==> config.mk <==
export PLATFORM = sky130hd
export DESIGN_NAME = csr_access_unit
export DESIGN_NICKNAME = d
export VERILOG_FILES = /design/src/rtl/csr_access_unit.sv
export SDC_FILE = /design/constraint.sdc
export NUM_CORES = 1
export LEC_CHECK = 0
export CAP_MARGIN = 25
export CELL_PAD_IN_SITES_DETAIL_PLACEMENT = 1
export CELL_PAD_IN_SITES_GLOBAL_PLACEMENT = 2
export CORE_MARGIN = 5
export CORE_UTILIZATION = 31
export DETAILED_ROUTE_END_ITERATION = 6
export PLACE_DENSITY_LB_ADDON = 0.1
export SYNTH_ARGS = -nofsm -noshare
export SYNTH_HDL_FRONTEND = slang
export SYNTH_SLANG_ARGS = --single-unit
==> constraint.sdc <==
create_clock -name clk -period 2.6 [get_ports clk]
set_input_delay 0.26 -clock clk [delete_from_list [all_inputs] [get_ports clk]]
set_output_delay 0.26 -clock clk [all_outputs]
set_load 0.05 [all_outputs]
==> src/rtl/csr_access_unit.sv <==
// Zicsr read-modify-write sequencer: IDLE -> READ -> WRITE -> RESP, one instruction per transaction.
// Optional macro CSR_RO_TRAP_EN: writes to the read-only space (addr[11:10]==11) trap as illegal instead of being dropped.
module csr_access_unit #(
  parameter int WIDTH  = 32,
  parameter int ADDR_W = 12
) (
  input  logic              clk,
  input  logic              rst,
  input  logic              req_valid,
  output logic              req_ready,
  input  logic [2:0]        req_funct3,
  input  logic [ADDR_W-1:0] req_addr,
  input  logic [WIDTH-1:0]  req_rs1_data,
  input  logic [4:0]        req_rs1_idx,
  output logic [ADDR_W-1:0] csraddr,
  output logic              csrwe,
  output logic [WIDTH-1:0]  csrindata,
  input  logic [WIDTH-1:0]  csroutdata,
  output logic              resp_valid,
  input  logic              resp_ready,
  output logic [WIDTH-1:0]  resp_data,
  output logic              resp_illegal,
  output logic [1:0]        dbg_state
);

  typedef enum logic [1:0] {
    S_IDLE  = 2'd0,
    S_READ  = 2'd1,
    S_WRITE = 2'd2,
    S_RESP  = 2'd3
  } state_t;

  state_t            r_state;
  state_t            w_next_state;

  logic [1:0]        r_op;
  logic [WIDTH-1:0]  r_operand;
  logic              r_we;
  logic              r_illegal;
  logic [ADDR_W-1:0] r_csraddr;
  logic [WIDTH-1:0]  r_wdata;
  logic [WIDTH-1:0]  r_resp_data;
  logic              r_resp_illegal;

  logic              w_accept;
  logic [1:0]        w_op;
  logic [WIDTH-1:0]  w_operand;
  logic              w_do_write;
  logic              w_ro;
  logic              w_bad_op;
  logic              w_illegal;
  logic              w_we;
  logic [WIDTH-1:0]  w_new_val;

  // Handshakes: a transfer happens on a rising edge where valid and ready are both high;
  // req_ready is high only in IDLE, and RESP holds its outputs until resp_ready is seen.
  assign w_accept   = req_valid & (r_state == S_IDLE);
  assign w_op       = req_funct3[1:0];
  assign w_operand  = req_funct3[2] ? {{(WIDTH-5){1'b0}}, req_rs1_idx} : req_rs1_data;
  assign w_do_write = (w_op == 2'b01) | (req_rs1_idx != 5'd0);
  assign w_ro       = (req_addr[ADDR_W-1 -: 2] == 2'b11);
  assign w_bad_op   = (w_op == 2'b00);
`ifdef CSR_RO_TRAP_EN
  assign w_illegal  = w_bad_op | (w_do_write & w_ro);
`else
  assign w_illegal  = w_bad_op;
`endif
  // Read-only targets never get a strobe; the macro only decides whether that is reported.
  assign w_we       = w_do_write & ~w_bad_op & ~w_ro;

  always_comb begin
    w_new_val = csroutdata;
    case (r_op)
      2'b01:   w_new_val = r_operand;
      2'b10:   w_new_val = csroutdata | r_operand;
      2'b11:   w_new_val = csroutdata & ~r_operand;
      default: w_new_val = csroutdata;
    endcase
  end

  always_comb begin
    w_next_state = r_state;
    case (r_state)
      S_IDLE:  if (req_valid) w_next_state = S_READ;
      S_READ:  w_next_state = S_WRITE;
      S_WRITE: w_next_state = S_RESP;
      S_RESP:  if (resp_ready) w_next_state = S_IDLE;
      default: w_next_state = S_IDLE;
    endcase
  end

  always_ff @(posedge clk or negedge rst) begin
    if (!rst) begin
      r_state <= S_IDLE;
    end else begin
      r_state <= w_next_state;
    end
  end

  always_ff @(posedge clk or negedge rst) begin
    if (!rst) begin
      r_op           <= 2'b00;
      r_operand      <= '0;
      r_we           <= 1'b0;
      r_illegal      <= 1'b0;
      r_csraddr      <= '0;
      r_wdata        <= '0;
      r_resp_data    <= '0;
      r_resp_illegal <= 1'b0;
    end else begin
      if (w_accept) begin
        r_op      <= w_op;
        r_operand <= w_operand;
        r_we      <= w_we;
        r_illegal <= w_illegal;
        r_csraddr <= req_addr;
      end
      if (r_state == S_READ) begin
        r_wdata        <= w_new_val;
        r_resp_data    <= r_illegal ? '0 : csroutdata;
        r_resp_illegal <= r_illegal;
      end
    end
  end

  // csrwe is decoded from the async-reset state so it falls the instant rst asserts.
  assign csrwe        = (r_state == S_WRITE) & r_we;
  assign csraddr      = r_csraddr;
  assign csrindata    = r_wdata;
  assign req_ready    = (r_state == S_IDLE);
  assign resp_valid   = (r_state == S_RESP);
  assign resp_data    = r_resp_data;
  assign resp_illegal = r_resp_illegal;
  assign dbg_state    = r_state;

endmodule

==> results.md, run 1 <==
* RR Startpoint: dbg_state[0]
* DR iter-0 viols at 179
* Synth Area per Inst at 9.744 um2
* Count leader, synth: dfrtp_1
* Wirelength per Cell at 17.51 um
* WP data required at 2.34 ns
* FFs w/ async S/R, synth at 1.000
* # Post-CTS Setup Buffers at 0
* Clock root buffer: clkbuf_16
* Setup Crit Path Kind: register to primary output
* Post-CTS Resized at 0
* Reg2reg end: csraddr[9]
* Boundary pin count at 170
* CP max stage delay at 0.80 ns
* Fin crit period at 2.370 ns
* Initial Util at 0.3146
* Max Fclk at 0.4220 GHz
* Post-CTS Hold Buffers at 1
* Cell Pwr Density at 1405 mW/mm2
* First-pass GRT wire length at 28.50 mm
* ANT nets after route at 0
* Final hold violation count at 0
* Fin cells at 980
* Share of cells above drive strength 1 at 0.09188
* Yosys warns at 0
* # nets final at 831
* Total Routing Usage GR at 0.1664
* Netlist cell types at 26
* Critical path cell sequence: inv_1, ha_1, and2_1, clkdlybuf4s50_1
* Initial antenna violation count at 1
* # rows at 49
* Worst vdd ir at 0.7318 mV
* Hold WC Path Type: input pin to asynchronous set/reset pin
* Drt via density at 4.944
* Actual slew at the worst max-slew pin at 0.6230 ns
* Number of synthesized register bits at 115
* Final Worst Setup Slack at 0.2303 ns
* Syn nets at 673
* Port-buffer cells at 169
* Syn Inst Count at 580
* Outcome: finished, final reports clean
* DP Worst Slack at 0.6301 ns
* Post-synth top area share at 0.5092
* H-tree depth at 4
* Post-Route WL at 17.16 mm
* Top FF cell, synth: dfrtp_1
* CTS tree: done
* RePlAce Congestion at 0.7310
* CTS Sinks at 115
* N_diodes at 0
* Final period util at 0.9114
* Dpl hpwl at 12.17 mm
* Clk_lat worst skew at 0.41 ns
* Inst Count DP at 947
* Final Setup Violations at 0
* Chip width at 145.0 um
* Pleak at 3.288 nW
* Largest net degree at the start of global routing at 54
* Number of max-cap violations at 0
* Synth Cell Area at 0.005652 mm2
* Num CTS Buffers at 17
* Setup slack, reg-to-reg at 0.67 ns
* Via Count at 4845
* WHS at 0.3314 ns
* Worst-path maximum fanout at 4
* Pins Over Slew Limit at 0
* Total grt overflow at 0
* Die height at 145.0 um
* Top post-synthesis cells by area: dfrtp_1 (51%), o21ai_0 (5.7%), inv_1 (4.5%)
* Clock transition at path regs at 0.06 ns
* Post-layout util at 0.4525
* Slowest stage cell on the critical path: clkdlybuf4s50_1
* EDFF count, synth at 0
* Vias in the first global route at 5308
* Slew HR at 0.5847
* Setup Skew at 0.006919 ns
* Pre-antenna DRT Iters at 4
* Sequential fraction of the synthesis area at 0.5092
* Setup tns final at 0 ns
* Setup crit start kind: register
* Synth top cells by count: dfrtp_1 (115), inv_1 (68), o21ai_0 (64)
* Crit end category: primary output
* WP data arrival at 2.11 ns
* Core area at 0.01796 mm2
* Area leader, netlist: dfrtp_1
* Unrepaired setup endpoints after global routing: false
* Remaining DRCs at 0
* Clock Tree Buf Depth at 2
* FF-to-FF path depth at 5
* Area growth from synthesis to layout at 43.81%
* Die area at 0.02103 mm2
==> through the flow <==
step	power (mW)	cell area [um2]
floorplan	7.280	5652
global placement	9.100	7555
detailed placement	9.321	7555
CTS	11.62	8128
global route	12.19	8128
finish	11.42	8128
==> how the worst max path moves through the flow <==
stage	start	endpoint	slack, ns	cells after the start
finish	dbg_state[0]	csrwe	0.23	4
global placement	dbg_state[0]	csrwe	0.69	4
CTS	dbg_state[0]	csrwe	0.19	4
floorplan	dbg_state[0]	csraddr[0]	0.45	5
detailed placement	dbg_state[0]	csraddr[9]	0.63	5
global route	dbg_state[0]	csrwe	0.11	4
==> sequential cells by signal, indices dropped and copies added (netlist names) <==
name,flops
csrindata,32
resp_illegal,1
r_we,1
r_illegal,1
r_op,2
r_operand,32
resp_data,32
csraddr,12
dbg_state,2
==> critical path, delay by kind of cell (launching register included) <==
| family | cells | cell delay, ns |
|---|---|---|
| DFF | 1 | 0.45 |
| buffers and inverters | 2 | 0.95 |
| adders and majority gates | 1 | 0.18 |
| and+or+nand+nor | 1 | 0.13 |
==> final cells by class <==
type	instances	area (um2)
clock buffers	18	429.2
clock inverters	14	133.9
fillers	2008	9836
inverters	68	255.2
multi-input cells	352	2286
flip-flops and latches	115	2883
well taps	229	286.5
repair buffers	184	1854
==> where the power goes <==
part,switching [mW],internal (mW),total (mW)
Sequential,0.794,2.61,3.40
Clock,0.893,1.32,2.21
Combinational,3.69,2.11,5.81
==> cells in the final DEF (no fill, tap or decap), drive strengths merged <==
cell / count
and2b: 2
clkinvlp: 5
clkinv: 6
nand2: 33
dlygate4sd3: 1
nor4: 1
mux2i: 6
clkdlybuf4s50: 168
and2: 1
o22ai: 33
a22o: 1
clkbuf: 18
ha: 5
o21ai: 64
inv: 70
bufinv: 1
o211ai: 32
buf: 15
nor2b: 30
nand2b: 27
dfrtp: 115
a211oi: 33
nand3b: 33
mux2: 17
nand3: 32
nor2: 2
==> cells by family after synthesis <==
family	share of synthesized area
DFF	0.5092
and+or+nand+nor	0.1638
AOI/OAI and AO/OA	0.1829
adders and majority gates	0.01107
buffers and inverters	0.08855
muxes	0.04450
==> routing by layer <==
layer | vias to the layer above | part of all wire | global-route usage
met5 | - | 0.00064 | 0
met4 | 2 | 0.011 | 0.04708
met3 | 16 | 0.075 | 0.07016
met2 | 121 | 0.49 | 0.2772
met1 | 2375 | 0.43 | 0.1971
li1 | 2331 | - | -
(Power assumes the default switching activity.)
==> run 2: changes to the inputs <==
--- a/config.mk
+++ b/config.mk
@@ -9,7 +9,7 @@
 export CELL_PAD_IN_SITES_DETAIL_PLACEMENT = 1
 export CELL_PAD_IN_SITES_GLOBAL_PLACEMENT = 2
 export CORE_MARGIN = 5
-export CORE_UTILIZATION = 31
+export CORE_UTILIZATION = 28
 export DETAILED_ROUTE_END_ITERATION = 6
 export PLACE_DENSITY_LB_ADDON = 0.1
 export SYNTH_ARGS = -nofsm -noshare
==> constraint.sdc (replaced) <==
create_clock -name clk -period 2.3 [get_ports clk]
set_input_delay 0.23 -clock clk [delete_from_list [all_inputs] [get_ports clk]]
set_output_delay 0.23 -clock clk [all_outputs]
set_load 0.05 [all_outputs]
==> results.md, run 2 (synthesis results as in run 1) <==
* Outcome: finished, final reports clean
* Setup Crit Path Kind: register to primary output
* Setup tns final at 0 ns (unchanged)
* Clock Tree Buf Depth at 2 (unchanged)
* First-pass GRT wire length at 29.21 mm (+2.5%)
* RePlAce Congestion at 0.7046 (-3.6%)
* CP max stage delay at 0.84 ns (+0.04 ns)
* Worst-path maximum fanout at 4 (unchanged)
* Setup crit start kind: register
* Via Count at 4819 (-0.54%)
* Die area at 0.02313 mm2 (+10%)
* Critical path cell sequence: ha_1, clkdlybuf4s50_1
* ANT nets after route at 0 (unchanged)
* WP data arrival at 1.93 ns (-0.18 ns)
* Initial antenna violation count at 0 (-1)
* Commonest non-fill, non-tap cell in the layout: clkdlybuf4s50_1
* Cell Pwr Density at 1602 mW/mm2 (+14%)
* Share of cells above drive strength 1 at 0.09055 (-0.001332)
* Chip width at 152.1 um (+4.9%)
* Register area at 0.002883 mm2 (unchanged)
* Crit end category: primary output
* Setup Skew at 0.008896 ns (+0.001977 ns)
* Wirelength per Cell at 17.16 um (-2.0%)
* Clock transition at path regs at 0.06 ns (about the same)
* Post-Route WL at 17.52 mm (+2.1%)
* CTS tree: done
* Pleak at 3.351 nW (+1.9%)
* # nets final at 832 (+0.12%)
* N_diodes at 0 (unchanged)
* Largest net degree at the start of global routing at 61 (+13%)
* H-tree depth at 4 (unchanged)
* Unrepaired setup endpoints after global routing: false
* Boundary pin count at 170 (unchanged)
* Area of the multi-input gates at 0.002286 mm2 (unchanged)
* Critical path startpoint: dbg_state[0]
* Clock root buffer: clkbuf_16
* Number of max-cap violations at 0 (unchanged)
* Die height at 152.1 um (+4.9%)
* RR Startpoint: dbg_state[0]
* Final hold violation count at 0 (unchanged)
* Actual slew at the worst max-slew pin at 0.5786 ns (-0.04439 ns)
* Dpl hpwl at 12.46 mm (+2.4%)
* Fillers at 2276 (+13%)
* Drt via density at 4.720 (-4.5%)
* Power consumption at 13.25 mW (+16%)
* Most frequent cells in the layout: clkdlybuf4s50_1 (166), dfrtp_1 (113), inv_1 (68), o21ai_0 (64)
* Slew HR at 0.6131 (+0.02839)
* Final Setup Violations at 0 (unchanged)
* Fin crit period at 2.164 ns
* Port-buffer cells at 169 (unchanged)
* CTS Sinks at 115 (unchanged)
* Pins Over Slew Limit at 0 (unchanged)
* Area growth from synthesis to layout at 46.38%
* Core area at 0.02004 mm2 (+12%)
* Slowest stage cell on the critical path: clkdlybuf4s50_1
* Final period util at 0.9407
* Total Routing Usage GR at 0.1563 (-0.01011)
* Max Fclk at 0.4622 GHz
* Pre-antenna DRT Iters at 4 (unchanged)
* Num CTS Buffers at 17 (unchanged)
* Worst vdd ir at 0.6735 mV (-8.0%)
* Final Worst Setup Slack at 0.1365 ns (-0.09384 ns)
* Vias in the first global route at 5229 (-1.5%)
* Hold WC Path Type: input pin to asynchronous set/reset pin
* DP Worst Slack at 0.3833 ns (-0.2468 ns)
* Remaining DRCs at 0 (unchanged)
* Clk_lat worst skew at 0.41 ns (about the same)
* DR iter-0 viols at 128 (-28%)
* Total grt overflow at 0 (unchanged)
* WP data required at 2.07 ns (-0.27 ns)
* # rows at 52 (+6.1%)
* Initial Util at 0.2820 (-0.03259)
run 2: path summary, 6_finish.rpt:
path	endpoint	slack, ns	cells past startpoint
worst max-delay path	resp_valid	0.14	2
worst min-delay path	resp_data[25]	0.33	2
worst max register to register	r_operand[26]	0.48	5
worst min register to register	csraddr[9]	0.51	1
max in group asynchronous	csrindata[19]	1.26	3
min in group clk	r_operand[16]	0.39	3
run 2: metal layers:
layer  track usage  wire [um]  up-vias  part of all wire
li1              -          -     2325                 -
met1        0.1918       7638     2357              0.44
met2        0.2523       8382      119              0.48
met3       0.06257       1241       18             0.071
met4       0.05051        258        0             0.015
met5             0          0        -                 0
run 2: power by group:
part,total (mW),internal [mW],switching (mW)
registers,3.78,2.95,0.830
clock network,2.82,1.89,0.932
logic,6.65,2.40,4.25
run 2: what timing repair did:
action | in CTS | in global routing
gates resized for setup | 2 | 0
hold buffers | 1 | 0
endpoints found under the hold margin | 34 | 0
setup endpoints to repair | 2 | 0
buffers inserted | 0 | 0
run 2: per-stage QoR:
stage / std cells / utilization / area [um2] / hold WS, ns
final: 1021 / 0.4128 / 8273 / 0.3333
after CTS: 1021 / 0.4128 / 8273 / 0.3323
after floorplan: 580 / - / 5652 / -0.06559
after global routing: 1021 / 0.4128 / 8273 / 0.3807
after detailed placement: 989 / 0.3812 / 7639 / 0.2389
after global placement: 989 / 0.3812 / 7639 / 0.2461
run 2: final cells by class:
| type | instances | share of cell area |
|---|---|---|
| flip-flops and latches | 115 | 0.3485 |
| multi-input cells | 352 | 0.2763 |
| repair buffers | 185 | 0.2278 |
| clock buffers | 22 | 0.05732 |
| well taps | 270 | 0.04083 |
| inverters | 68 | 0.03085 |
| clock inverters | 9 | 0.01845 |
run 2: worst max-delay path, delay by kind of cell, from the launching register on:
family | cells | cell delay [ns]
buffers and inverters | 1 | 0.84
adders and majority gates | 1 | 0.23
DFF | 1 | 0.45
